==> config.mk <==
export PLATFORM = sky130hd
export DESIGN_NAME = mac_pe_dbuf
export DESIGN_NICKNAME = d
export VERILOG_FILES = /design/src/rtl/mac_pe_dbuf.sv
export SDC_FILE = /design/constraint.sdc
export NUM_CORES = 1
export LEC_CHECK = 0
export CORE_ASPECT_RATIO = 0.75
export CORE_MARGIN = 5
export CORE_UTILIZATION = 51
export CTS_BUF_LIST = sky130_fd_sc_hd__clkbuf_2 sky130_fd_sc_hd__clkbuf_4 sky130_fd_sc_hd__clkbuf_8
export CTS_CLUSTER_SIZE = 10
export DETAILED_ROUTE_END_ITERATION = 12
export PLACE_DENSITY = 0.77
export REMOVE_ABC_BUFFERS = 1
export SYNTH_ARGS = -nofsm -noshare
export SYNTH_HDL_FRONTEND = slang
export SYNTH_SLANG_ARGS = --single-unit
==> constraint.sdc <==
create_clock -name clk -period 5.8 [get_ports clk]
set_input_delay 1.16 -clock clk [delete_from_list [all_inputs] [get_ports clk]]
set_output_delay 1.16 -clock clk [all_outputs]
set_load 0.005 [all_outputs]
==> src/rtl/mac_pe_dbuf.sv <==
// mac_pe_dbuf: weight-stationary systolic processing element with LANES
// activation/partial-sum channels sharing one double-buffered weight.
//
// Ports:
//   clk, rst                 clock, asynchronous active-high reset
//   w_swap_in/out            weight swap pulse, registered pass-through
//   w_data_in/out            weight stream, registered pass-through
//   w_valid_in/out           weight stream valid, registered pass-through
//   a_data_in/out            activations (lane 0 in LSBs), registered pass-through
//   a_valid_in/out           activation valid, registered pass-through
//   p_data_in, p_valid_in    partial sums from the row above (1 cycle after a_data_in)
//   p_data_out, p_valid_out  partial sums to the row below (2 cycles after a_data_in)
//   clr_stat_in              synchronous clear of sat_flag and skip_cnt
//   sat_flag                 sticky: some lane overflowed (clamped or wrapped)
//   skip_cnt                 saturating count of lane-MACs skipped on a zero operand
module mac_pe_dbuf #(
  parameter int A_BITWIDTH    = 16,
  parameter int W_BITWIDTH    = 8,
  parameter int P_BITWIDTH    = 40,
  parameter int LANES         = 2,
  parameter int ROW_NUM       = 27,
  parameter int ROW_INDEX     = 0,
  parameter int SATURATE      = 1,
  parameter int STAT_BITWIDTH = 16
) (
  input  logic                          clk,
  input  logic                          rst,
  input  logic                          w_swap_in,
  output logic                          w_swap_out,
  input  logic [W_BITWIDTH-1:0]         w_data_in,
  output logic [W_BITWIDTH-1:0]         w_data_out,
  input  logic                          w_valid_in,
  output logic                          w_valid_out,
  input  logic [LANES*A_BITWIDTH-1:0]   a_data_in,
  output logic [LANES*A_BITWIDTH-1:0]   a_data_out,
  input  logic                          a_valid_in,
  output logic                          a_valid_out,
  input  logic [LANES*P_BITWIDTH-1:0]   p_data_in,
  input  logic                          p_valid_in,
  output logic [LANES*P_BITWIDTH-1:0]   p_data_out,
  output logic                          p_valid_out,
  input  logic                          clr_stat_in,
  output logic                          sat_flag,
  output logic [STAT_BITWIDTH-1:0]      skip_cnt
);

  localparam int M_BITWIDTH     = A_BITWIDTH + W_BITWIDTH;
  localparam int CNT_BITWIDTH   = (ROW_NUM > 1) ? $clog2(ROW_NUM) : 1;
  localparam int NSKIP_BITWIDTH = $clog2(LANES + 1);
  localparam logic [CNT_BITWIDTH-1:0]   CNT_ZERO    = {CNT_BITWIDTH{1'b0}};
  localparam logic [CNT_BITWIDTH-1:0]   CNT_ONE     = CNT_BITWIDTH'(1);
  localparam logic [CNT_BITWIDTH-1:0]   CNT_LAST    = CNT_BITWIDTH'(ROW_NUM - 1);
  localparam logic [CNT_BITWIDTH-1:0]   CNT_CAPTURE = CNT_BITWIDTH'(ROW_NUM - 1 - ROW_INDEX);
  localparam logic [NSKIP_BITWIDTH-1:0] NSKIP_ONE   = NSKIP_BITWIDTH'(1);
  localparam logic [STAT_BITWIDTH-1:0]  SKIP_MAX    = {STAT_BITWIDTH{1'b1}};

  // Reduce a P+1-bit sum to P bits: clamp or wrap when the top two bits differ.
  function automatic logic [P_BITWIDTH-1:0] clamp_sum(input logic [P_BITWIDTH:0] sum);
    logic [P_BITWIDTH-1:0] res;
    if (sum[P_BITWIDTH] != sum[P_BITWIDTH-1]) begin
      if (SATURATE != 0) begin
        res = sum[P_BITWIDTH] ? {1'b1, {(P_BITWIDTH-1){1'b0}}} : {1'b0, {(P_BITWIDTH-1){1'b1}}};
      end else begin
        res = sum[P_BITWIDTH-1:0];
      end
    end else begin
      res = sum[P_BITWIDTH-1:0];
    end
    return res;
  endfunction

  logic                          w_swap_r, w_valid_r, a_valid_ff_r, p_valid_r, sat_flag_r;
  logic [W_BITWIDTH-1:0]         w_data_r, shadow_w_r, active_w_r, active_w_nxt_s;
  logic [LANES*A_BITWIDTH-1:0]   a_ff_r;
  logic [CNT_BITWIDTH-1:0]       w_fetch_cnt_r;
  logic                          shadow_valid_r, capture_s, add_valid_s;
  logic [A_BITWIDTH-1:0]         op_a_r [LANES];
  logic [W_BITWIDTH-1:0]         op_w_r [LANES];
  logic [LANES-1:0]              lane_zero_s, skip_lane_r, ovf_s;
  logic [M_BITWIDTH-1:0]         prod_s;
  logic [P_BITWIDTH:0]           prod_ext_s, sum_s;
  logic [LANES*P_BITWIDTH-1:0]   sum_sat_s, p_data_r;
  logic [NSKIP_BITWIDTH-1:0]     n_skip_s;
  logic [STAT_BITWIDTH:0]        skip_sum_s;
  logic [STAT_BITWIDTH-1:0]      skip_cnt_r, skip_nxt_s;

  // Capture detection and the weight active_w will hold after this edge.
  always_comb begin
    capture_s      = w_valid_in && (w_fetch_cnt_r == CNT_CAPTURE);
    active_w_nxt_s = active_w_r;
    if (w_swap_in && capture_s) begin
      active_w_nxt_s = w_data_in;   // captured beat bypasses the shadow register
    end else if (w_swap_in && shadow_valid_r) begin
      active_w_nxt_s = shadow_w_r;
    end else begin
      active_w_nxt_s = active_w_r;
    end
  end

  // Weight fetch counter, shadow and active weight registers.
  always_ff @(posedge clk or posedge rst) begin
    if (rst) begin
      w_fetch_cnt_r  <= CNT_ZERO;
      shadow_w_r     <= {W_BITWIDTH{1'b0}};
      shadow_valid_r <= 1'b0;
      active_w_r     <= {W_BITWIDTH{1'b0}};
    end else begin
      active_w_r <= active_w_nxt_s;
      if (capture_s) begin
        shadow_w_r <= w_data_in;
      end
      if (w_swap_in) begin
        w_fetch_cnt_r  <= CNT_ZERO;
        shadow_valid_r <= 1'b0;
      end else if (w_valid_in) begin
        w_fetch_cnt_r <= (w_fetch_cnt_r == CNT_LAST) ? CNT_ZERO : (w_fetch_cnt_r + CNT_ONE);
        if (capture_s) begin
          shadow_valid_r <= 1'b1;
        end
      end
    end
  end

  // Registered pass-through of the weight and activation streams.
  always_ff @(posedge clk or posedge rst) begin
    if (rst) begin
      w_swap_r     <= 1'b0;
      w_valid_r    <= 1'b0;
      w_data_r     <= {W_BITWIDTH{1'b0}};
      a_ff_r       <= {(LANES*A_BITWIDTH){1'b0}};
      a_valid_ff_r <= 1'b0;
    end else begin
      w_swap_r     <= w_swap_in;
      w_valid_r    <= w_valid_in;
      w_data_r     <= w_data_in;
      a_ff_r       <= a_data_in;
      a_valid_ff_r <= a_valid_in;
    end
  end

  // A lane is skipped when the activation entering a_ff or the next active weight is zero.
  always_comb begin
    lane_zero_s = {LANES{1'b0}};
    for (int i = 0; i < LANES; i++) begin
      if ((a_data_in[i*A_BITWIDTH +: A_BITWIDTH] == {A_BITWIDTH{1'b0}}) ||
          (active_w_nxt_s == {W_BITWIDTH{1'b0}})) begin
        lane_zero_s[i] = 1'b1;
      end else begin
        lane_zero_s[i] = 1'b0;
      end
    end
  end

  // Multiplier operand registers: loaded alongside a_ff, frozen on skipped lanes.
  always_ff @(posedge clk or posedge rst) begin
    if (rst) begin
      skip_lane_r <= {LANES{1'b0}};
      for (int i = 0; i < LANES; i++) begin
        op_a_r[i] <= {A_BITWIDTH{1'b0}};
        op_w_r[i] <= {W_BITWIDTH{1'b0}};
      end
    end else begin
      skip_lane_r <= lane_zero_s;
      for (int i = 0; i < LANES; i++) begin
        if (!lane_zero_s[i]) begin
          op_a_r[i] <= a_data_in[i*A_BITWIDTH +: A_BITWIDTH];
          op_w_r[i] <= active_w_nxt_s;
        end
      end
    end
  end

  // Per-lane multiply, add with the partial sum above, overflow detect and clamp.
  always_comb begin
    prod_s     = {M_BITWIDTH{1'b0}};
    prod_ext_s = {(P_BITWIDTH+1){1'b0}};
    sum_s      = {(P_BITWIDTH+1){1'b0}};
    ovf_s      = {LANES{1'b0}};
    sum_sat_s  = {(LANES*P_BITWIDTH){1'b0}};
    for (int i = 0; i < LANES; i++) begin
      if (skip_lane_r[i]) begin
        prod_s = {M_BITWIDTH{1'b0}};
      end else begin
        prod_s = $signed({{W_BITWIDTH{op_a_r[i][A_BITWIDTH-1]}}, op_a_r[i]}) *
                 $signed({{A_BITWIDTH{op_w_r[i][W_BITWIDTH-1]}}, op_w_r[i]});
      end
      prod_ext_s = {{(P_BITWIDTH+1-M_BITWIDTH){prod_s[M_BITWIDTH-1]}}, prod_s};
      if (ROW_INDEX != 0) begin
        sum_s = prod_ext_s + {p_data_in[i*P_BITWIDTH+P_BITWIDTH-1], p_data_in[i*P_BITWIDTH +: P_BITWIDTH]};
      end else begin
        sum_s = prod_ext_s;
      end
      ovf_s[i] = sum_s[P_BITWIDTH] ^ sum_s[P_BITWIDTH-1];
      sum_sat_s[i*P_BITWIDTH +: P_BITWIDTH] = clamp_sum(sum_s);
    end
  end

  // Result valid and saturating skip-count increment.
  always_comb begin
    add_valid_s = a_valid_ff_r && ((ROW_INDEX == 0) || p_valid_in);
    n_skip_s    = {NSKIP_BITWIDTH{1'b0}};
    for (int i = 0; i < LANES; i++) begin
      if (a_valid_ff_r && skip_lane_r[i]) begin
        n_skip_s = n_skip_s + NSKIP_ONE;
      end else begin
        n_skip_s = n_skip_s;
      end
    end
    skip_sum_s = {1'b0, skip_cnt_r} + (STAT_BITWIDTH+1)'(n_skip_s);
    if (skip_sum_s > {1'b0, SKIP_MAX}) begin
      skip_nxt_s = SKIP_MAX;
    end else begin
      skip_nxt_s = skip_sum_s[STAT_BITWIDTH-1:0];
    end
  end

  // Partial-sum output register: data holds while add_valid is low.
  always_ff @(posedge clk or posedge rst) begin
    if (rst) begin
      p_data_r  <= {(LANES*P_BITWIDTH){1'b0}};
      p_valid_r <= 1'b0;
    end else begin
      p_valid_r <= add_valid_s;
      if (add_valid_s) begin
        p_data_r <= sum_sat_s;
      end
    end
  end

  // Statistics: clear wins over same-cycle updates.
  always_ff @(posedge clk or posedge rst) begin
    if (rst) begin
      sat_flag_r <= 1'b0;
      skip_cnt_r <= {STAT_BITWIDTH{1'b0}};
    end else if (clr_stat_in) begin
      sat_flag_r <= 1'b0;
      skip_cnt_r <= {STAT_BITWIDTH{1'b0}};
    end else begin
      if (add_valid_s && (|ovf_s)) begin
        sat_flag_r <= 1'b1;
      end
      skip_cnt_r <= skip_nxt_s;
    end
  end

  assign w_swap_out  = w_swap_r;
  assign w_valid_out = w_valid_r;
  assign w_data_out  = w_data_r;
  assign a_data_out  = a_ff_r;
  assign a_valid_out = a_valid_ff_r;
  assign p_data_out  = p_data_r;
  assign p_valid_out = p_valid_r;
  assign sat_flag    = sat_flag_r;
  assign skip_cnt    = skip_cnt_r;

endmodule

Word-level counts from Yosys, hierarchy flattened
Index checks and enable logic that the tools add are counted.
{"block": "classes", "mul": 2, "shifts": 0, "n_reduce_logical": 13, "n_lt_le_gt_ge": 1, "div": 0, "n_mux": 16, "eq_ne": 1, "bitwise": 0, "add_sub_neg": 3}
{"op": "16-bit by 8-bit multiplier with 24-bit output", "n": 2}
{"op": "24-bit two-way mux", "n": 2}
{"op": "16-bit logical NOT", "n": 2}
{"op": "16-bit two-way mux", "n": 2}
{"op": "16-bit by 2-bit adder with 17-bit output", "n": 1}
{"op": "17-bit by 16-bit > comparator with 1-bit output, second input constant", "n": 1}
{"op": "8-bit two-way mux", "n": 2}
{"op": "5-bit two-way mux", "n": 3}
{"op": "8-bit logical NOT", "n": 1}
{"op": "1-bit two-way mux", "n": 6}
{"op": "5-bit by 1-bit adder with 5-bit output, second input constant", "n": 1}
{"op": "5-bit == test, second input constant", "n": 1}
{"op": "1-bit logical AND", "n": 5}
{"op": "2-bit nonzero test", "n": 2}
{"op": "2-bit by 1-bit adder with 2-bit output, second input constant", "n": 1}
{"op": "1-bit logical OR", "n": 2}
{"op": "2-bit two-way mux", "n": 1}
{"op": "2-bit AND reduction", "n": 1}
{"block": "word_totals", "ram_bits": 0, "latchBits": 0, "out_inout_bits": 141, "wordCells": 53, "mem_count": 0, "reg_bits": 196, "romBits": 0, "in_bits": 127}

Depth between registers and ports, before layout
{"block": "depth", "word_depth": 8, "ltp_mapped": 18, "ltp_nobuf": 16}

Worst setup path after synthesis
OpenSTA, ideal clock, no wires.
{"block": "synth_path", "path_type": "flip-flop to flip-flop", "startpoint": "register op_w_r[7] (netlist bit)", "endpoint": "register p_data_r[62] (netlist: p_data_out[62])", "synth_period_minus_slack_ps": 4966, "slack_ps": 834, "n_path_buf": 1, "t_arrival_ps": 4844, "path_stages_with_launch": 17, "setup_time_ps": 122, "t_required_ps": 5678, "cell_sequence": "dfrtp_1 > inv_1 > buf_1 > nor2_1 > fa_1 > fa_1 > fa_1 > inv_1 > fa_1 > inv_1 > ha_1 > o21a_1 > o2111a_1 > a221oi_2 > nor3_1 > or3_1 > a32o_1"}
{"block": "synth_via", "elab_chain_len": 2}
{"item": "start: declaration", "line_no": "78", "source": "logic [W_BITWIDTH-1:0] op_w_r [LANES];"}
{"item": "start signal: indexed assignment", "line_no": "160", "source": "op_w_r[i] <= {W_BITWIDTH{1'b0}};"}
{"item": "start signal: indexed assignment", "line_no": "167", "source": "op_w_r[i] <= active_w_nxt_s;"}
{"item": "16-bit by 8-bit multiplier with 24-bit output", "line_no": "184", "source": "prod_s = $signed({{W_BITWIDTH{op_a_r[i][A_BITWIDTH-1]}}, op_a_r[i]}) *"}
{"item": "24-bit two-way mux", "line_no": "181", "source": "if (skip_lane_r[i]) begin"}
{"item": "end signal: assignment", "line_no": "220", "source": "p_data_r <= {(LANES*P_BITWIDTH){1'b0}};"}
{"item": "end signal: assignment", "line_no": "225", "source": "p_data_r <= sum_sat_s;"}
{"item": "end: declaration", "line_no": "82", "source": "logic [LANES*P_BITWIDTH-1:0] sum_sat_s, p_data_r;"}
No other way between the ends.
A chain may end at the register's enable or synchronous reset.

Final worst setup path
{"block": "layout_path", "startpoint": "register op_w_r[4] (netlist bit)", "endpoint": "register p_data_r[62] (netlist: p_data_out[62])"}
The elaborated chain is that of the path after synthesis.

==> results.toml <==
[critical_path]
cp_top_family = "adder cells"
path_class = "register to register"
start_kind = "register"
cp.required_ps = 6180
endpoint_kind = "register"
crit_slowest_cell = "dfrtp_1"
arrival_ps = 5760
slowest_delay_ps = 780
worst-path-max-fanout = 17
path_buf_inv = 3
path_cells = "nand2_1, fa_1, fa_1, inv_1, fa_1, inv_1, fa_1, inv_1, ha_1, o21ai_0, o21ai_1, a221oi_2, nor3_1, or3_1, a32o_1"
critPathMostFrequentCell = "fa_1"

[drt]
vias = 11380
avgViaCountPerCell = 5.367
routed_wl_mm = 39.23
ant_nets = 0
drc = 0
wl_per_cell_um = 18.49
drt_iter0_markers = 969
drt_first_pass_iters = 4

[die]
die-area_um2 = 35270
dieWidth_um = 215.2
dieHeight_um = 163.9
start_util_pct = 51.66
coreArea_um2 = 31180
rows = 56
io_pins = 268

[finish]
fin_util_pct = 59.52
drive_gt1_share_pct = 6.297
finish.net_count = 2131
diodes = 0
fillers = 2511
final_common_cell = "inv_1"
final_cell_mix = "inv_1 (287), fa_1 (207), clkdlybuf4s50_1 (185)"
finalInstanceArea_um2 = 18560
area.growth.synth_to_final_pct = 15.22

[clock_network]
cts_buffers = 17
cts-htree-levels = 4
clk_pin_slew_ps = 110
cts_setup_buffers = 0
holdBufCountCts = 0
cts.sinks = 180
cts_resized = 0
cts_root_buf = "clkbuf_8"
cts_buffer_depth = 2
tritoncts = "built"
clk_latency_ps = 490

[synthesis]
ys_ff_latch = 180
syn_inst = 1561
async_reset_ff_share_pct = 100.0
postSynthAreaPerCell_um2 = 10.32
synthFlopType = "dfrtp_1"
yosysWarnings = 0
synth_cell_types = 74
synth_area_um2 = 16110
synth.yosys.seq_area_share_pct = 27.97
synth_edf_count = 0

[global_route]
grt_max_degree = 119
antenna_found_initial = 0
grt_pass1_wl_mm = 65.11
grt_pass1_vias = 11770
grt_usage_pct = 22.95
overflow = 0

[placed_design]
gp_congestion = 0.8764
io_buffers = 185
placed_area_um2 = 18130
place_hpwl_mm = 30.33

[timing]
slew_headroom_pct = 26.49
setup_viol_count_final = 0
finalCritPeriodShare_pct = 92.75
fmax_mhz = 185.9
skew_ps = 28.62
rsz0062_at_grt = "no"
fin_crit_ps = 5380
slew_violations = 0
worst_slew_pin_slew_ps = 1103
hold_viol = 0
whs_ps = 495.9

[power]
vdd_drop_max_uv = 117.7
p_total_mw = 3.164
power.density_nw_per_um2 = 170.5
p_leak_nw = 9.149

[status]
status = "complete, no violations"

[run]
maxCapViolations = 0

[hold_path]
hp-class = "register to register"
[flip-flops by register name (all words and copies together), names as in the netlist]
name            flops
w_data_out          8
active_w_r          8
shadow_valid_r      1
shadow_w_r          8
w_valid_out         1
skip_cnt           16
op_w_r             16
p_data_out         48
w_fetch_cnt_r       5
a_data_out         32
a_valid_out         1
skip_lane_r         2
p_valid_out         1
w_swap_out          1
op_a_r             32
[synthesized netlist by cell type, types with 3 or more instances]
cell type,instances,area [um2]
mux2_1,11,123.9
nor3b_1,4,30.03
a211oi_1,8,60.06
o41ai_1,3,26.28
a21o_1,11,82.58
xor2_1,12,105.1
nand3_1,24,120.1
xnor2_1,29,254.0
a22o_1,21,183.9
dfrtp_1,180,4504
o21ai_0,30,150.1
and2_1,183,1145
o21bai_1,4,30.03
buf_4,33,247.7
ha_1,95,1189
nor2_1,56,210.2
nand3b_1,3,22.52
nor4_1,14,87.58
nor3_1,10,50.05
o21ai_1,3,15.01
o31ai_1,4,30.03
o2bb2ai_1,5,43.79
or2_2,3,18.77
and4_1,3,26.28
buf_1,4,15.01
a221o_1,3,30.03
fa_1,207,4144
nand2_1,70,262.8
a32o_1,8,80.08
buf_6,4,45.04
o22ai_1,3,18.77
and3_1,6,37.54
o21a_1,10,75.07
mux2_2,43,484.2
clkbuf_1,32,120.1
nand2b_1,10,62.56
or3_1,6,37.54
mux2i_1,10,100.1
nor2b_1,4,25.02
a21oi_1,54,270.3
nand4_1,8,50.05
inv_1,288,1081
[stage by stage]
step                      TNS, ps  setup slack [ps]  instances
after floorplan            -44450            -247.0       1486
after global placement          0             604.8       2089
after detailed placement        0             474.8       2089
after CTS                       0             430.2       2121
after global routing            0             98.07       2121
final                           0             420.5       2121
[routing by layer]
layer	part of all wire, %	GRT usage, %
met3	9.1	7.186
met1	49	36.24
met5	0	0
met2	41	31.35
met4	0.91	3.896
[worst reg2reg max path, stage by stage, from the launching register on]
cell and delay, ps:
dfrtp_1 780, nand2_1 200, fa_1 530, fa_1 500, inv_1 60, fa_1 540, inv_1 70, fa_1 550
inv_1 50, ha_1 350, o21ai_0 290, o21ai_1 150, a221oi_2 460, nor3_1 140, or3_1 370, a32o_1 250
[power breakdown]
group	internal, mW	total (mW)	switching, mW	leakage (nW)
sequential	1.36	1.64	0.280	2.32
combinational	0.270	0.556	0.286	6.61
clock	0.412	0.964	0.552	0.212
[cell type report]
class	instances	area [um2]	share of cell area, %
clock buffers	18	241.5	1.301
clock inverters	14	190.2	1.025
inverters	288	1089	5.866
multi-input cells	1018	10080	54.34
flip-flops and latches	180	4504	24.27
well taps	406	508.0	2.737
repair buffers	197	1942	10.46
[final timing paths]
kind                               start        endpoint  slack, ps  cells after the start
min in group asynchronous            rst  a_data_out[24]       1240                      2
min                        p_data_out[8]   p_data_out[8]        500                      2
max reg2reg                    op_w_r[4]  p_data_out[62]        420                     15
max                            op_w_r[4]  p_data_out[62]        420                     15
max in group asynchronous            rst      op_a_r[23]       3590                      3
min reg2reg                p_data_out[8]   p_data_out[8]        500                      2
[cells by family (layout without fill, tap and decap cells)]
kind of cell | Yosys count | after routing | synth area share (%)
flip-flops | 180 | 180 | 27.97
adder cells (fa/ha/maj) | 302 | 302 | 33.11
buffers and inverters | 363 | 517 | 9.431
XOR/XNOR | 41 | 41 | 2.229
multiplexers | 64 | 64 | 4.397
AND/OR/NAND/NOR | 414 | 414 | 14.10
AO/OA/AOI/OAI | 196 | 196 | 8.747
other | 1 | 1 | 0.02328
No activity file was read; power rests on OpenSTA's default activity.
